--- src/rtl/tmds_pkg.sv ---
// ============================================================
// tmds_pkg : TMDS symbol constants and decoder FSM state type
// Rev 1.0
// ============================================================
`default_nettype none

package tmds_pkg;

  localparam int C_SYM_W  = 10;
  localparam int C_DATA_W = 8;

  localparam logic [C_SYM_W-1:0] C_TOK_C00 = 10'b1101010100;
  localparam logic [C_SYM_W-1:0] C_TOK_C01 = 10'b0010101011;
  localparam logic [C_SYM_W-1:0] C_TOK_C10 = 10'b0101010100;
  localparam logic [C_SYM_W-1:0] C_TOK_C11 = 10'b1010101011;

  typedef enum logic [0:0] {
    ST_SEARCH = 1'b0,
    ST_LOCKED = 1'b1
  } tmds_state_e;

endpackage

`default_nettype wire

--- src/rtl/tmds_sym_decode.sv ---
// ============================================================
// tmds_sym_decode : combinational 10b symbol to 8b data / control decode
// Rev 1.0
// ============================================================
`default_nettype none

module tmds_sym_decode
  import tmds_pkg::*;
(
  input  logic [C_SYM_W-1:0]  i_word,
  output logic                o_is_ctrl,
  output logic [1:0]          o_ctrl,
  output logic [C_DATA_W-1:0] o_data
);

  logic [C_DATA_W-1:0] w_q;

  always_comb begin
    o_is_ctrl = 1'b1;
    o_ctrl    = 2'b00;
    case (i_word)
      C_TOK_C00: o_ctrl = 2'b00;
      C_TOK_C01: o_ctrl = 2'b01;
      C_TOK_C10: o_ctrl = 2'b10;
      C_TOK_C11: o_ctrl = 2'b11;
      default:   o_is_ctrl = 1'b0;
    endcase
  end

  // Bit 9 flags an inverted payload, bit 8 selects XOR versus XNOR chaining.
  assign w_q = i_word[9] ? ~i_word[7:0] : i_word[7:0];

  always_comb begin
    o_data    = '0;
    o_data[0] = w_q[0];
    for (int i = 1; i < C_DATA_W; i++) begin
      o_data[i] = i_word[8] ? (w_q[i] ^ w_q[i-1]) : ~(w_q[i] ^ w_q[i-1]);
    end
  end

endmodule

`default_nettype wire

--- src/rtl/tmds_decoder.sv ---
// ============================================================
// tmds_decoder : TMDS channel word aligner, lock FSM and symbol decoder
// Rev 1.0
// ============================================================
`default_nettype none

module tmds_decoder
  import tmds_pkg::*;
#(
  parameter int LOCK_COUNT    = 16,
  parameter int SEARCH_WINDOW = 1024
) (
  input  logic                clkp,
  input  logic                resetn,
  input  logic [C_SYM_W-1:0]  sym_in,
  output logic [C_DATA_W-1:0] data,
  output logic [1:0]          c,
  output logic                de,
  output logic                locked,
  output logic [3:0]          offset
);

  localparam int C_RUN_W = $clog2(LOCK_COUNT + 1);
  localparam int C_WIN_W = $clog2(SEARCH_WINDOW + 1);
  localparam logic [C_RUN_W-1:0] C_RUN_LAST = C_RUN_W'(LOCK_COUNT - 1);
  localparam logic [C_WIN_W-1:0] C_WIN_LAST = C_WIN_W'(SEARCH_WINDOW - 1);

  tmds_state_e         r_state;
  logic [C_SYM_W-1:0]  r_sym_d1;
  logic [C_SYM_W-1:0]  r_word;
  logic [C_RUN_W-1:0]  r_run;
  logic [C_WIN_W-1:0]  r_win;
  logic [1:0]          r_blank;
  logic [3:0]          r_offset;
  logic [C_DATA_W-1:0] r_data;
  logic [1:0]          r_c;
  logic                r_de;

  logic [2*C_SYM_W-1:0] w_hist;
  logic [C_SYM_W-1:0]   w_aligned;
  logic                 w_unused_msb;
  logic                 w_is_ctrl;
  logic [1:0]           w_ctrl;
  logic [C_DATA_W-1:0]  w_dec;
  logic                 w_tok;
  logic                 w_dat;
  logic                 w_win_hit;
  logic                 w_lock_hit;
  logic                 w_next_locked;
  logic [3:0]           w_next_off;

  assign w_hist       = {sym_in, r_sym_d1};
  // Offsets stop at 9, so the newest bit of the history is never selected.
  assign w_unused_msb = w_hist[2*C_SYM_W-1];

  always_comb begin
    w_aligned = w_hist[C_SYM_W-1:0];
    for (int k = 1; k < C_SYM_W; k++) begin
      if (r_offset == 4'(k)) begin
        w_aligned = w_hist[k +: C_SYM_W];
      end
    end
  end

  tmds_sym_decode u_sym_decode (
    .i_word    (r_word),
    .o_is_ctrl (w_is_ctrl),
    .o_ctrl    (w_ctrl),
    .o_data    (w_dec)
  );

  // Words straddling an offset change are neither tokens nor data for the run count.
  assign w_tok         = w_is_ctrl && (r_blank == 2'd0);
  assign w_dat         = !w_is_ctrl && (r_blank == 2'd0);
  assign w_win_hit     = !w_tok && (r_win == C_WIN_LAST);
  assign w_lock_hit    = (r_state == ST_SEARCH) && w_tok && (r_run == C_RUN_LAST);
  assign w_next_locked = (r_state == ST_LOCKED) ? !w_win_hit : w_lock_hit;
  assign w_next_off    = (r_offset == 4'd9) ? 4'd0 : r_offset + 4'd1;

  always_ff @(posedge clkp or negedge resetn) begin
    if (!resetn) begin
      r_state  <= ST_SEARCH;
      r_sym_d1 <= '0;
      r_word   <= '0;
      r_run    <= '0;
      r_win    <= '0;
      r_blank  <= 2'd0;
      r_offset <= 4'd0;
      r_data   <= '0;
      r_c      <= 2'b00;
      r_de     <= 1'b0;
    end else begin
      r_sym_d1 <= sym_in;
      r_word   <= w_aligned;
      if (r_blank != 2'd0) begin
        r_blank <= r_blank - 2'd1;
      end

      case (r_state)
        ST_SEARCH: begin
          if (w_lock_hit) begin
            r_state <= ST_LOCKED;
            r_run   <= '0;
            r_win   <= '0;
          end else if (w_tok) begin
            r_run <= r_run + 1'b1;
            r_win <= '0;
          end else if (w_win_hit) begin
            r_offset <= w_next_off;
            r_run    <= '0;
            r_win    <= '0;
            r_blank  <= 2'd2;
          end else begin
            if (w_dat) begin
              r_run <= '0;
            end
            r_win <= r_win + 1'b1;
          end
        end
        ST_LOCKED: begin
          if (w_tok) begin
            r_win <= '0;
          end else if (w_win_hit) begin
            r_state  <= ST_SEARCH;
            r_offset <= w_next_off;
            r_run    <= '0;
            r_win    <= '0;
            r_blank  <= 2'd2;
          end else begin
            r_win <= r_win + 1'b1;
          end
        end
        default: r_state <= ST_SEARCH;
      endcase

      // Gate on the next lock state so outputs are blank whenever locked reads 0.
      if (w_next_locked) begin
        r_de   <= !w_is_ctrl;
        r_data <= w_is_ctrl ? '0 : w_dec;
        if (w_is_ctrl) begin
          r_c <= w_ctrl;
        end
      end else begin
        r_de   <= 1'b0;
        r_data <= '0;
        r_c    <= 2'b00;
      end
    end
  end

  assign data   = r_data;
  assign c      = r_c;
  assign de     = r_de;
  assign locked = (r_state == ST_LOCKED);
  assign offset = r_offset;

endmodule

`default_nettype wire

--- config.mk ---
export PLATFORM = sky130hd
export DESIGN_NAME = tmds_decoder
export DESIGN_NICKNAME = d
export VERILOG_FILES = /design/src/rtl/tmds_pkg.sv /design/src/rtl/tmds_sym_decode.sv /design/src/rtl/tmds_decoder.sv
export SDC_FILE = /design/constraint.sdc
export NUM_CORES = 1
export LEC_CHECK = 0
export CAP_MARGIN = 40
export CORE_MARGIN = 10
export CORE_UTILIZATION = 63
export DETAILED_ROUTE_END_ITERATION = 8
export PLACE_DENSITY = 0.86
export SETUP_SLACK_MARGIN = 0.4
export SYNTH_ARGS = -nofsm -noshare
export SYNTH_HDL_FRONTEND = slang
export SYNTH_SLANG_ARGS = --single-unit
--- constraint.sdc ---
create_clock -name clkp -period 3.6 [get_ports clkp]
set_clock_uncertainty 0.15 [all_clocks]
set_input_delay 0.72 -clock clkp [delete_from_list [all_inputs] [get_ports clkp]]
set_output_delay 0.72 -clock clkp [all_outputs]
set_load 0.02 [all_outputs]
Yosys cells after proc, flatten, opt, wreduce, memory -nomap -nowiden
Cells that the tools add are included.
{ "word_totals": {"ff_bits": 54, "output_inout_bits": 16, "elab_cells": 112} }
{ "classes": {"add_sub_neg": 4, "n_eq_ne": 20, "n_mux": 50, "bitwise_logic": 16, "n_reduce_logical": 12} }
{ "op_table": {"columns": ["cell", "count"], "rows": [
  ["10-bit 2-to-1 mux", 9],
  ["11-bit 2-to-1 mux", 3],
  ["5-bit 2-to-1 mux", 6],
  ["8-bit 2-to-1 mux", 3],
  ["11-bit case mux with 2 select lines", 1],
  ["10-bit equality test (second input constant)", 2],
  ["4-bit by 3-bit equality test with 1-bit output (second input constant)", 4],
  ["4-bit 2-to-1 mux", 4],
  ["1-bit 2-to-1 mux", 13],
  ["2-bit 2-to-1 mux", 6],
  ["11-bit by 1-bit adder with 11-bit output (second input constant)", 1],
  ["11-bit by 10-bit equality test with 1-bit output (second input constant)", 1],
  ["10-bit by 8-bit equality test with 1-bit output (second input constant)", 1],
  ["10-bit by 9-bit equality test with 1-bit output (second input constant)", 1],
  ["5-bit case mux with 2 select lines", 1],
  ["4-bit by 2-bit equality test with 1-bit output (second input constant)", 2],
  ["4-bit equality test (second input constant)", 2],
  ["1-bit NOT", 8],
  ["8-bit NOT", 1],
  ["4-bit case mux with 2 select lines", 1],
  ["1-bit XOR", 7],
  ["2-bit != test (second input constant)", 3],
  ["2-bit case mux with 3 select lines", 1],
  ["5-bit by 1-bit adder with 5-bit output (second input constant)", 1],
  ["other kinds (14)", 20]
]} }

Logic depth before layout (Yosys ltp)
Gate-level depths: netlist of the first run.
{ "depth": {"ltp_word": 10, "mapped_depth": 8, "mapped_depth_nobuf": 6} }

Hierarchy
From an unflattened synthesis of the first run, not the netlist that was laid out.
{ "unflattened": {"cells_unflattened": 403, "area_unflattened_um2": 3495.9} }
{ "by_module_without_submodules": {"columns": ["mod", "n_inst", "cells_per_inst", "area_per_inst_um2", "seq_area_each_um2"], "rows": [
  ["tmds_decoder", 1, 368, 3216.8, 1351.3],
  ["tmds_sym_decode", 1, 35, 279.0, 0.0]
]} }

Least setup slack after synthesis of the first run
Ideal clock, no wire load.
{ "synth_timing": {"kind": "input to register", "startpoint": "in sym_in[3]", "endpoint": "reg r_word[8]", "arrival_ns": 1.660, "required_ns": 3.312, "slack_ns": 1.652, "cell_stages": 4, "path_cell_list": "clkbuf_1 -> mux4_2 -> a222oi_1 -> o21ai_0"} }
{ "synth_between": {"elab_chain_len": 5} }
{ "synth_rtl": {"columns": ["element", "line_no", "rtl"], "rows": [
  ["start: declaration", "tmds_decoder.sv:15", "input logic [C_SYM_W-1:0] sym_in,"],
  ["10-bit 2-to-1 mux (5 in series)", "tmds_decoder.sv:59", "if (r_offset == 4'(k)) begin"],
  ["net w_aligned[8]", "tmds_decoder.sv:40", "logic [C_SYM_W-1:0] w_aligned;"],
  ["end signal: assignment", "tmds_decoder.sv:94", "r_word <= w_aligned;"],
  ["end: declaration", "tmds_decoder.sv:30", "logic [C_SYM_W-1:0] r_word;"]
]} }
The timed path passes the listed nets, and every way through them passes these cells.
A chain may end at the register's enable or synchronous reset.

Worst setup path in the final report of the first run
{ "layout_timing": {"startpoint": "reg r_offset[0], in the netlist offset[0]", "endpoint": "out offset[0]"} }
{ "layout_rtl": {"columns": ["element", "line_no", "rtl"], "rows": [
  ["start: declaration", "tmds_decoder.sv:34", "logic [3:0] r_offset;"],
  ["start signal: assignment", "tmds_decoder.sv:109", "r_offset <= w_next_off;"],
  ["start signal: assignment", "tmds_decoder.sv:125", "r_offset <= w_next_off;"],
  ["end: declaration", "tmds_decoder.sv:20", "output logic [3:0] offset"]
]} }
No word-level cell between the ends.

==> out/summary.md, run 1 <==
The run finished with clean final reports. For the number of nets in the layout, the log shows 422. The worst register-to-register path ends at r_word[1]$_DFF_PN0_. The mapped netlist covers 3430 um^2. Summing all flip-flop and latch instances after layout gives 1350 um^2.

Of all cell types, the one taking the most synthesized area is dfrtp_1. During synthesis, Yosys emitted a total of 0 warnings. STA classifies the critical path startpoint as a register. The count of pins on the block boundary was 28. The routed design has 10.1 mm of wire.

Critical path endpoint: offset[0]. The share of the clock period used by the worst path was 0.773. The logs give 5200 um^2 for the area of the core and 0.952 mW for the internal portion of total power. Once the clock tree was built, the setup fixing pass inserted 0 buffers. The sequential share of power is 0.548. Total stage count of the critical path: 1. The worst setup path is of the register to output pin kind. In this run the horizontal extent of the chip is 93.8 um. Overall power consumption after layout is estimated at 1.32 mW.

The fraction of layout instances using a drive strength above 1 works out to 0.0735. The routed layout has 3,304 vias. Prevailing post-synth register cell: dfrtp_1. The tools report the count of nets left with antenna violations after detail routing as 0.

For the clock group share of total power, the log shows 0.312. The logs give 409 for the net count after synthesis and 0 for the number of antenna violations at the first check in global routing. The placement row count was 26; the proportion of power drawn by combinational gates was 0.140. The number of buffers created by CTS is 5.

After filler insertion, the fill cell instance count of the layout stands at 400. For the count of TritonRoute iterations in the first routing pass, the log shows 7. Buffers inserted to repair hold after CTS numbered 0. For this design the static power due to leakage is 1.58 nW. Static timing analysis puts the maximum clock frequency at 0.359 GHz. The run gives 2 as the CTS H-tree depth.

Path class of the lowest-slack min-delay path: input port to asynchronous set/reset pin. The area overhead of the layout relative to synthesis is 11.1%, and the clock latency reported for the late side of the worst-skew pair is 0.32 ns. Average footprint of a synthesized cell: 8.70 um^2. The vertical die dimension was 93.8 um; the number of distinct library cell variants in the gate-level netlist after synthesis was 61. The DRC marker count from the first detailed-route iteration was 462; the logic depth of the worst register-to-register path was 4.

The congestion estimate from routability-driven global placement came to 1.01. The final HPWL from detailed placement was 7.15 mm. Library cell with the highest instance count after synthesis: dfrtp_1.

For the finished layout, the period the worst path requires is 2.78 ns. Setup total negative slack on the finished layout was measured at 0 ns. For the pin with the worst max-slew slack, the measured transition is 0.773 ns. Among cell families on the critical path, the largest total delay comes from flip-flops.

In the routed design, unresolved DRC markers number 0. Stage delay of the slowest cell on the critical path: 0.86 ns. Launching point of the worst reg2reg path: offset[0]$_DFFE_PN0P_. The total global routing overflow is 0. The floorplan step defined a die boundary enclosing 8790 um^2.

Ranked by total cell area, the synthesized netlist is headed by dfrtp_1 (39%), o21ai_0 (5.4%), nor2_1 (5.4%), xnor2_1 (3.8%), nand2_1 (3.2%). The worst-case clock buffer depth is 2, and the global router's overall resource usage is 0.231. Final number of hold-violating endpoints: 0.

The repair_antennas step left the layout with diodes totalling 0. Across all register-to-register paths, the minimum setup slack is 1.04 ns. Setup repair after global routing left no endpoint under its margin. The critical path data required time is 2.73 ns.

The sum of buffers and inverters on the critical path works out to 1. The logs give 0.394 for the fraction of the yosys area taken by sequential cells and 0.000300 V for the maximum ir drop on the vdd rail. The tool flagged a number of max-cap violations equal to 0. The average routed wire per standard cell is 21.0 um.

The post-cts sizing count was 0. The largest driver fanout on the critical path was 25. Gate count of the mapped netlist: 394. In the routed layout, each cell is associated on average with a via count of 6.91.

The count of buffers added on input and output ports is 27. The synthesized design contains 0 enable-type register cells. The number of setup violations in the final report is 0. Entering global routing, the biggest net connects 29 pins. Switching share of power: 0.281. Clock tree synthesis found a total of 54 sinks. TritonCTS built the clock tree. The commonest cells after synthesis are dfrtp_1 (54), nor2_1 (49), o21ai_0 (37).

For this design the total switching power over the nets is 0.372 mW. The post-synthesis async set-or-reset flop share came out at 1.00. The max-slew violation total from the final report is 0, and the headroom to the max-slew limit is 0.485. The critical path goes through clkdlybuf4s50_1.

Signal arrival time at the worst endpoint: 1.91 ns. The area of the multi-input gates is 1890 um^2, and the power per cell area is 348 nW/um^2. The cell at the root of the clock tree was clkbuf_8.

The logs give 0.659 for the starting utilization of the core area and 16.4 mm for the global-route wire length before repair. The most critical setup path has its startpoint at offset[0]$_DFFE_PN0P_. The run gives 3,191 as the via count of the first global-routing pass. The master of the slowest instance on the critical path was dfrtp_1. The area share of the leading cell type in the synthesized netlist was 0.394. STA classifies the critical path endpoint as an output pin.

The total of flip-flops plus latches after synthesis was 54; the clock-pin transition on the worst setup and hold timing paths was 0.10 ns.
cell families (layout without fill, tap and decap cells):
family	after synthesis	after routing	synth area share
AND/OR/NAND/NOR	150	150	0.231
AO/OA/AOI/OAI	118	118	0.230
multiplexers	6	6	0.0219
buffers and inverters	40	54	0.0536
flip-flops	54	54	0.394
adder cells (fa/ha/maj)	3	3	0.0109
XOR/XNOR	23	23	0.0587
registers in the layout (all words and copies together) (netlist names):
register	flops
offset	4
de	1
c	2
r_word	10
locked	1
data	8
r_blank	2
r_win	11
r_run	5
r_sym_d1	10
per-stage QoR:
stage / instance area, um^2 / util / worst slack (ns) / instances / hold WS [ns]
2_1_floorplan: 3430 / - / 1.65 / 394 / 0.274
3_3_place_gp: 3700 / 0.711 / 1.16 / 470 / 0.323
3_5_place_dp: 3700 / 0.711 / 1.03 / 470 / 0.356
4_1_cts: 3810 / 0.732 / 0.848 / 478 / 0.278
5_1_grt: 3810 / 0.732 / 0.730 / 478 / 0.308
6_report: 3810 / 0.732 / 0.818 / 478 / 0.254
power by group through the flow:
stage / sequential (mW) / combinational, mW / clock [mW]
after floorplan: 0.709 / 0.138 / 0
after global placement: 0.731 / 0.175 / 0
after detailed placement: 0.733 / 0.184 / 0
after CTS: 0.722 / 0.185 / 0.414
after global routing: 0.731 / 0.204 / 0.438
final: 0.726 / 0.186 / 0.413
per-layer routing:
metal	track usage	routed length, um	up-vias
li1	-	-	1461
met1	0.283	3780	1553
met2	0.371	4710	239
met3	0.0464	1060	51
met4	0.132	500	0
met5	0	0	-
worst min path at each step:
| stage | startpoint | endpoint | slack (ns) | cells after the start |
|---|---|---|---|---|
| floorplan | resetn | c[0]$_DFFE_PN0P_ | 0.27 | 0 |
| global placement | r_blank[0]$_DFF_PN0_ | r_blank[0]$_DFF_PN0_ | 0.32 | 1 |
| detailed placement | r_run[4]$_DFFE_PN0P_ | r_run[4]$_DFFE_PN0P_ | 0.36 | 2 |
| CTS | resetn | data[2]$_DFF_PN0_ | 0.28 | 1 |
| global route | resetn | r_sym_d1[2]$_DFF_PN0_ | 0.31 | 1 |
| finish | resetn | r_sym_d1[2]$_DFF_PN0_ | 0.25 | 1 |
placed cells by master (no fill, tap or decap), types with 9 or more instances in the layout:
cell,n
dfrtp_1,54
nor2_1,49
o21ai_0,37
nand2_1,29
clkdlybuf4s50_1,26
a21oi_1,18
xnor2_1,15
nand3_1,14
o22ai_1,11
inv_1,11
nor3_1,9
final cells by class:
class | instances | share of cell area
Tap cell | 70 | 0.0230
Clock buffer | 6 | 0.0190
Clock inverter | 2 | 0.00985
Inverter | 11 | 0.0108
Multi-Input combinational cell | 300 | 0.497
Timing Repair Buffer | 35 | 0.0854
Sequential cell | 54 | 0.355
Power figures use the tool's default switching activity.
==> inputs of run 2 (changes only) <==
--- a/config.mk
+++ b/config.mk
@@ -7,9 +7,9 @@
 export LEC_CHECK = 0
 export CAP_MARGIN = 40
 export CORE_MARGIN = 10
-export CORE_UTILIZATION = 63
+export CORE_UTILIZATION = 58
 export DETAILED_ROUTE_END_ITERATION = 8
-export PLACE_DENSITY = 0.86
+export PLACE_DENSITY = 0.8
 export SETUP_SLACK_MARGIN = 0.4
 export SYNTH_ARGS = -nofsm -noshare
 export SYNTH_HDL_FRONTEND = slang
==> constraint.sdc (replaced) <==
create_clock -name clkp -period 2.63 [get_ports clkp]
set_clock_uncertainty 0.15 [all_clocks]
set_input_delay 0.526 -clock clkp [delete_from_list [all_inputs] [get_ports clkp]]
set_output_delay 0.526 -clock clkp [all_outputs]
set_load 0.02 [all_outputs]
==> run 2 against run 1 <==
Utilization fell by 3.0 points. Sequential power up 38%. Worst hold slack worse by 0.068 ns. First-iteration DRC count grew 13%. Non-clock buffer count increased by 13. Sequential cell count stayed put. Total power up 38%. Via count fell by 2.1%. Largest cell class unchanged. Highest routed layer unchanged.
==> out/summary.md, run 2 (synthesized netlist as in run 1, its figures left out) <==
The switching share of power works out to 0.284 (+0.00260). The fraction of layout instances using a drive strength above 1 works out to 0.112 (+0.0381). Broken down by cell family, the worst path's largest delay share belongs to buffers and inverters.

The min-delay analysis places its worst path in the category input port to asynchronous set/reset pin. The share of the clock period used by the worst path was 0.813. Leaving out fill and tap cells, the most frequent cells in the layout are dfrtp_1 (51), nor2_1 (48), o21ai_0 (37).

The weighted congestion reported at the end of routability-driven placement was 0.987 (-2.4%). The die footprint is 9390 um^2 (+6.8%). The tools report the critical path endpoint category as an output pin. For the TritonCTS sink count, the log shows 54 (unchanged). The number of buffers created by CTS was 5 (unchanged). The tools report the post-detailed-placement cell area as 3800 um^2 (+2.8%). The run gives 1.46 ns (-0.45 ns) as the signal arrival time at the worst endpoint. The library cell used most frequently in the layout, excluding fill and tap cells, is dfrtp_1.

STA classifies the critical path startpoint as a register. Walking the worst path, the cells encountered are clkdlybuf4s50_1. The number of nets in the layout was 435 (+3.1%). The smallest clock period supported by the final layout is computed as 2.14 ns. The clock latency reported for the late side of the worst-skew pair is 0.32 ns (about the same). Average routed wire per standard cell: 19.8 um (-5.9%).

Sum of buffers and inverters on the critical path: 1 (unchanged). The via count of the first global-routing pass was 2,998 (-6.0%). Overall power after layout: 1.82 mW (+38%). The count of max-cap constraint violations is 0 (unchanged), and the count of nets left with antenna violations after detail routing is 0 (unchanged). The vias after detailed routing is 3,233 (-2.1%).

The sequential share of power was 0.549 (about the same). The cell sitting at the root of the clock tree is a clkbuf_8. The accumulated negative setup slack was 0 ns (unchanged).

Register containing the most flip-flops in the final layout: r_win. By startpoint and endpoint, the worst setup path is classified as register to output pin. The maximum ir drop on the vdd rail is 0.000356 V (+19%), and the number of setup violations in the final report is 0 (unchanged). The tools report the worst-case clock buffer depth as 2 (unchanged).

The tools report the count of TritonRoute iterations in the first routing pass as 5 (-2). The number of buffers inserted by port buffering was 27 (unchanged). Uppermost layer routed: met4.

Setup repair after global routing left no endpoint under its margin. The area of the core is 5610 um^2 (+7.7%), and the power per cell area is 463 nW/um^2 (+33%). For the hold buffer count at CTS, the log shows 0 (unchanged).

The sum of routed wire segments on met1 is 3.89 mm (+3.0%). The run gives 15.6 mm (-5.3%) as the global-route wire length before repair. The logs give 9.76 mm (-2.9%) for the routed wire length and 2 (unchanged) for the CTS H-tree depth. The logs give 0 (unchanged) for the max-slew violation total from the final report and 0.195 (-0.0360) for the global router's overall resource usage. The chip width was 96.9 um (+3.3%); the area overhead of the layout relative to synthesis was 14.8%.

The static power due to leakage is 1.66 nW (+4.9%). Master of the slowest instance on the critical path: clkdlybuf4s50_1. The largest registers in the layout are r_win x11, r_sym_d1 x10, r_word x10. The tools report the post-route standard cell area excluding fillers as 3940 um^2 (+3.3%). The run gives 0.493 ns (-0.325 ns) as the final worst-path setup slack. The logs give 0.468 GHz for the fmax and 0 (unchanged) for the number of antenna violations at the first check in global routing. The critical path data required time was 1.95 ns (-0.78 ns). The run finished with clean final reports. The actual slew at the worst max-slew pin works out to 0.701 ns (-0.0717 ns). The mean number of vias per cell was 6.56 (-5.1%).

The headroom to the max-slew limit came out at 0.533 (+0.0478). The largest driver fanout on the critical path was 8 (-68%); the detailed-routed wire length on met2 was 4.64 mm (-1.6%). The detailed-route DRC error count came out at 0 (unchanged).

The placement row count is 27 (+3.8%), and the maximum number of pins on one net before global-route repair is 55 (+90%). The proportion of power drawn by combinational gates was 0.141 (about the same); the clock group share of total power was 0.311 (about the same). The final number of hold-violating endpoints came out at 0 (unchanged). The run gives 0 (unchanged) as the total global routing overflow.

The routed length on met3 is 835 um (-22%). The starting utilization of the core area was 0.612 (-0.0473). Flip-flop count of the largest register, all copies and words added: 11 (unchanged). TritonCTS built the clock tree.

For the internal portion of total power, the log shows 1.31 mW (+37%). The clock-pin transition on the worst setup and hold timing paths is 0.10 ns (about the same), and the worst setup timing slack at the placement stage is 0.396 ns (-0.639 ns). The count of pins on the block boundary was 28 (unchanged); the final antenna diode count was 0 (unchanged).

The stage delay of the slowest cell on the critical path was 0.67 ns (-0.19 ns). The tightest hold margin is 0.186 ns (-0.0675 ns). The logs give 520 (+13%) for the DRC marker count from the first detailed-route iteration and 6.97 mm (-2.5%) for the final HPWL from detailed placement. The vertical die dimension came out at 96.9 um (+3.3%). For the net switching power of the design, the log shows 0.517 mW (+39%).
==> run 2: power by group through the flow <==
stage,combinational [mW],sequential (mW),clock [mW]
3_3_place_gp,0.246,0.997,0
5_1_grt,0.286,1.01,0.597
4_1_cts,0.256,0.995,0.567
2_1_floorplan,0.188,0.971,0
6_report,0.256,1.00,0.566
3_5_place_dp,0.253,1.01,0
==> run 2: final timing paths <==
path,endpoint,from,depth (start not counted),slack (ns)
worst min register to register,r_blank[0]$_DFF_PN0_,r_blank[0]$_DFF_PN0_,1,0.35
min in group clkp,r_blank[0]$_DFF_PN0_,r_blank[0]$_DFF_PN0_,1,0.35
worst max register to register,r_word[2]$_DFF_PN0_,offset[1]$_DFFE_PN0P_,5,0.56
max in group asynchronous,offset[2]$_DFFE_PN0P_,resetn,2,1.63
worst max-delay path,offset[0],offset[0]$_DFFE_PN0P_,1,0.49
worst min-delay path,r_word[4]$_DFF_PN0_,resetn,2,0.19
==> run 2: final cells by class <==
class / count / area [um^2]
multi-input combinational: 300 / 1900
fill: 443 / 1670
sequential: 54 / 1360
timing repair buffer: 48 / 444
tap: 72 / 90.1
clock buffer: 6 / 72.6
inverter: 11 / 41.3
clock inverter: 2 / 37.5
==> run 2: what timing repair did <==
item,4_1_cts,5_1_grt
gates cloned,0,0
setup buffers,0,3
setup endpoints to repair,3,4
gates resized for setup,6,1
==> run 2: stage by stage <==
| step | util | std cells |
|---|---|---|
| floorplan | - | 394 |
| global placement | 0.678 | 482 |
| detailed placement | 0.678 | 482 |
| CTS | 0.698 | 490 |
| global route | 0.702 | 493 |
| finish | 0.702 | 493 |
==> run 2: worst register-to-register path: cells and delay by family (launching register included) <==
family,cells,cell delay (ns)
AO/OA/AOI/OAI,4,0.68
flip-flops,1,0.50
AND/OR/NAND/NOR,1,0.63
==> run 2: layer usage <==
metal,GRT usage,vias to the layer above
li1,-,1483
met4,0.105,0
met3,0.0362,41
met2,0.314,181
met5,0,-
met1,0.241,1528
==> inputs of run 3 (changes only) <==
--- a/config.mk
+++ b/config.mk
@@ -7,9 +7,9 @@
 export LEC_CHECK = 0
 export CAP_MARGIN = 40
 export CORE_MARGIN = 10
-export CORE_UTILIZATION = 58
+export CORE_UTILIZATION = 53
 export DETAILED_ROUTE_END_ITERATION = 8
-export PLACE_DENSITY = 0.8
+export PLACE_DENSITY = 0.77
 export SETUP_SLACK_MARGIN = 0.4
 export SYNTH_ARGS = -nofsm -noshare
 export SYNTH_HDL_FRONTEND = slang
==> constraint.sdc (replaced) <==
create_clock -name clkp -period 1.88 [get_ports clkp]
set_clock_uncertainty 0.15 [all_clocks]
set_input_delay 0.376 -clock clkp [delete_from_list [all_inputs] [get_ports clkp]]
set_output_delay 0.376 -clock clkp [all_outputs]
set_load 0.02 [all_outputs]
==> run 3 against run 2 <==
The run now ends with setup timing left. Cell count up 20%. Worst setup slack got worse by 0.59 ns. Non-clock buffer count up 93. Global-route usage is 3.0 points higher. Worst hold slack improved by 0.17 ns. First-iteration DRC count down 3.7%. Clock-buffer cell count is the same.
==> out/summary.md, run 3 (synthesized netlist as in run 1, its figures left out) <==
The largest driver fanout on the critical path works out to 4 (-4). The register containing the most flip-flops in the final layout was r_win. The mean number of vias per cell was 6.67 (+1.8%).

The maximum number of pins on one net before global-route repair is 27 (-51%). The launching point of the worst reg2reg path was r_word[4]$_DFF_PN0_. CTS placed an instance of clkbuf_8 at the clock tree root. The tools report the critical path endpoint category as a register. The average routed wire per standard cell was 23.9 um (+21%); the placement row count was 29 (+7.4%). Actual slew at the worst max-slew pin: 0.506 ns (-0.196 ns).

On the critical path, the stage with the largest delay is an instance of a2111o_1. The logs give 5 (unchanged) for the number of buffers created by CTS and 529 (+22%) for the number of nets in the layout. The fraction of layout instances using a drive strength above 1 is 0.476 (+0.364), and the final antenna diode count is 0 (unchanged). The CTS H-tree depth is 2 (unchanged).

The worst register-to-register path ends at r_run[2]$_DFFE_PN0P_. The max-slew violation total from the final report is 0 (unchanged), and the area overhead of the layout relative to synthesis is 54.6%. The number of non-filler instances in the completed layout was 592 (+20%); the area of the core was 6310 um^2 (+13%). The share of the clock period used by the worst path is 1.05. Setup repair after global routing could not meet its margin everywhere. The sum of buffers and inverters on the critical path came out at 0 (-1). Grouping stages by cell kind, the critical path spends the most delay in compound AO/OA/AOI/OAI gates. In the final layout, the registers with the most flip-flops are r_win x11, r_sym_d1 x10, r_word x10.

The global router's overall resource usage is 0.225 (+0.0298), and the routed wire length is 14.1 mm (+45%). TritonCTS built the clock tree. The DRC marker count from the first detailed-route iteration is 501 (-3.7%), and the clock-pin transition on the worst setup and hold timing paths is 0.10 ns (about the same).

The headroom to the max-slew limit is 0.662 (+0.130), and the clock latency reported for the late side of the worst-skew pair is 0.30 ns (-0.02 ns). The chip width is 100 um (+3.7%), and the via count of the first global-routing pass is 3,609 (+20%). The signal arrival time at the worst endpoint came out at 2.05 ns (+0.59 ns).

In the layout the commonest cells are buf_4 (81), dfrtp_1 (46), nand2_1 (26). The slack of the worst reg-to-reg path was -0.09 ns (-0.65 ns); the minimum period implied by the final worst setup slack was 1.97 ns. The tools report the detailed-route DRC error count as 0 (unchanged). Leaving out fill and tap cells, the most frequent cell in the layout is buf_4. The maximum ir drop on the vdd rail was 0.000603 V (+69%). The checks that failed: setup timing. The starting utilization of the core area is 0.543 (-0.0684).

The number of setup violations in the final report was 8 (+8); the count of pins on the block boundary was 28 (unchanged). The stage delay of the slowest cell on the critical path is 0.50 ns (-0.17 ns). Final HPWL from detailed placement: 7.63 mm (+9.4%). The critical path data required time is 1.95 ns (about the same), and the number of buffers inserted by port buffering is 27 (unchanged). The fmax is 0.506 GHz, and the vertical die dimension is 100 um (+3.7%). The worst hold path begins at sym_in[9]. Type of the worst setup path: register to register. The worst-case clock buffer depth was 2 (unchanged); the count of nets left with antenna violations after detail routing was 0 (unchanged).

The count of max-cap constraint violations is 0 (unchanged). The run gives 0 (unchanged) as the number of antenna violations at the first check in global routing. The die footprint is 10,100 um^2 (+7.5%), and the final number of hold-violating endpoints is 0 (unchanged). The final worst-path setup slack came out at -0.0948 ns (-0.587 ns). The weighted congestion reported at the end of routability-driven placement is 0.962 (-2.6%). The TritonCTS sink count is 54 (unchanged), and the logic depth of the worst register-to-register path is 5 (unchanged). The power per cell area works out to 556 nW/um^2 (+20%). The beginning of the critical path is r_word[4]$_DFF_PN0_.

End point of the worst hold path: r_sym_d1[9]$_DFF_PN0_. Startpoint type of the worst setup path: a register. The flow ran to the end, but the final reports show violations.

The static power due to leakage was 2.26 nW (+37%). The vias after detailed routing came out at 3,951 (+22%). The share of the core filled with cells was 0.840 (+0.138); the instance count after placement with tap cells included was 527 (+9.3%). The logs give 2.95 mW (+62%) for the overall power after layout and 5 (unchanged) for the count of TritonRoute iterations in the first routing pass.

Walking the worst path, the cells encountered are and4bb_4 > nand3_4 > a2111o_1 > a2bb2oi_1 > mux2i_1. The instance count along the most critical hold path was 1; the global-route wire length before repair was 18.5 mm (+19%). Total global routing overflow: 0 (unchanged). The flip-flop count of the largest register, all copies and words added is 11 (unchanged), and the accumulated negative setup slack is -0.297 ns (-0.297 ns).

The path class of the lowest-slack min-delay path is input port to register.
[run 3: cell types whose count changed in the layout (fill, tap and decap cells not counted), moves of 7 or more]
cell | before | now
buf_4 | 19 | 81
a21oi_1 | 18 | 11
o21ai_2 | 0 | 7
clkdlybuf4s50_1 | 23 | 10
o21ai_0 | 37 | 19
nor2_4 | 0 | 18
buf_6 | 0 | 23
buf_2 | 1 | 9
nor2_2 | 1 | 13
nor2_1 | 48 | 18
o21ai_1 | 0 | 11
[run 3: worst max path at each step]
stage / end / cells after the start
floorplan: r_run[2]$_DFFE_PN0P_ / 5
global placement: r_word[7]$_DFF_PN0_ / 6
detailed placement: r_word[7]$_DFF_PN0_ / 6
CTS: r_run[2]$_DFFE_PN0P_ / 5
global route: r_word[1]$_DFF_PN0_ / 8
finish: r_run[2]$_DFFE_PN0P_ / 5
[run 3: repair_timing]
action	CTS	global route
pin swaps	18	30
endpoints found under the hold margin	13	0
buffers inserted	26	26
cloned	1	3
hold buffers	1	0
setup endpoints to repair	59	53
gates resized for setup	114	83
[run 3: layout make-up]
| cell class | count | area [um^2] |
|---|---|---|
| Timing Repair inverter | 1 | 5.00 |
| Clock inverter | 2 | 37.5 |
| Tap cell | 77 | 96.3 |
| Inverter | 11 | 48.8 |
| Multi-Input combinational cell | 300 | 2350 |
| Sequential cell | 54 | 1360 |
| Fill cell | 306 | 1010 |
| Timing Repair Buffer | 141 | 1330 |
| Clock buffer | 6 | 72.6 |
[run 3: power breakdown]
group | internal (mW) | switching (mW) | leakage (nW) | total (mW)
clock | 0.398 | 0.395 | 0.0514 | 0.794
combinational | 0.383 | 0.402 | 1.53 | 0.785
sequential | 1.26 | 0.110 | 0.680 | 1.37
[run 3: per-layer routing]
layer  vias up  wire (um)  GRT usage
li1       1677          -          -
met1      1936       4950      0.256
met2       259       7100      0.393
met3        79       1100     0.0357
met4         0        995      0.123
met5         -          0          0
[run 3: metrics by stage]
step                      hold WS, ns  setup WS (ns)  area, um^2
after floorplan               -0.0696          0.161        3610
after global placement          0.174         -0.122        4260
after detailed placement        0.178         -0.160        4260
after CTS                       0.351       -0.00341        4790
after global routing            0.346         -0.123        5300
final                           0.351        -0.0948        5300
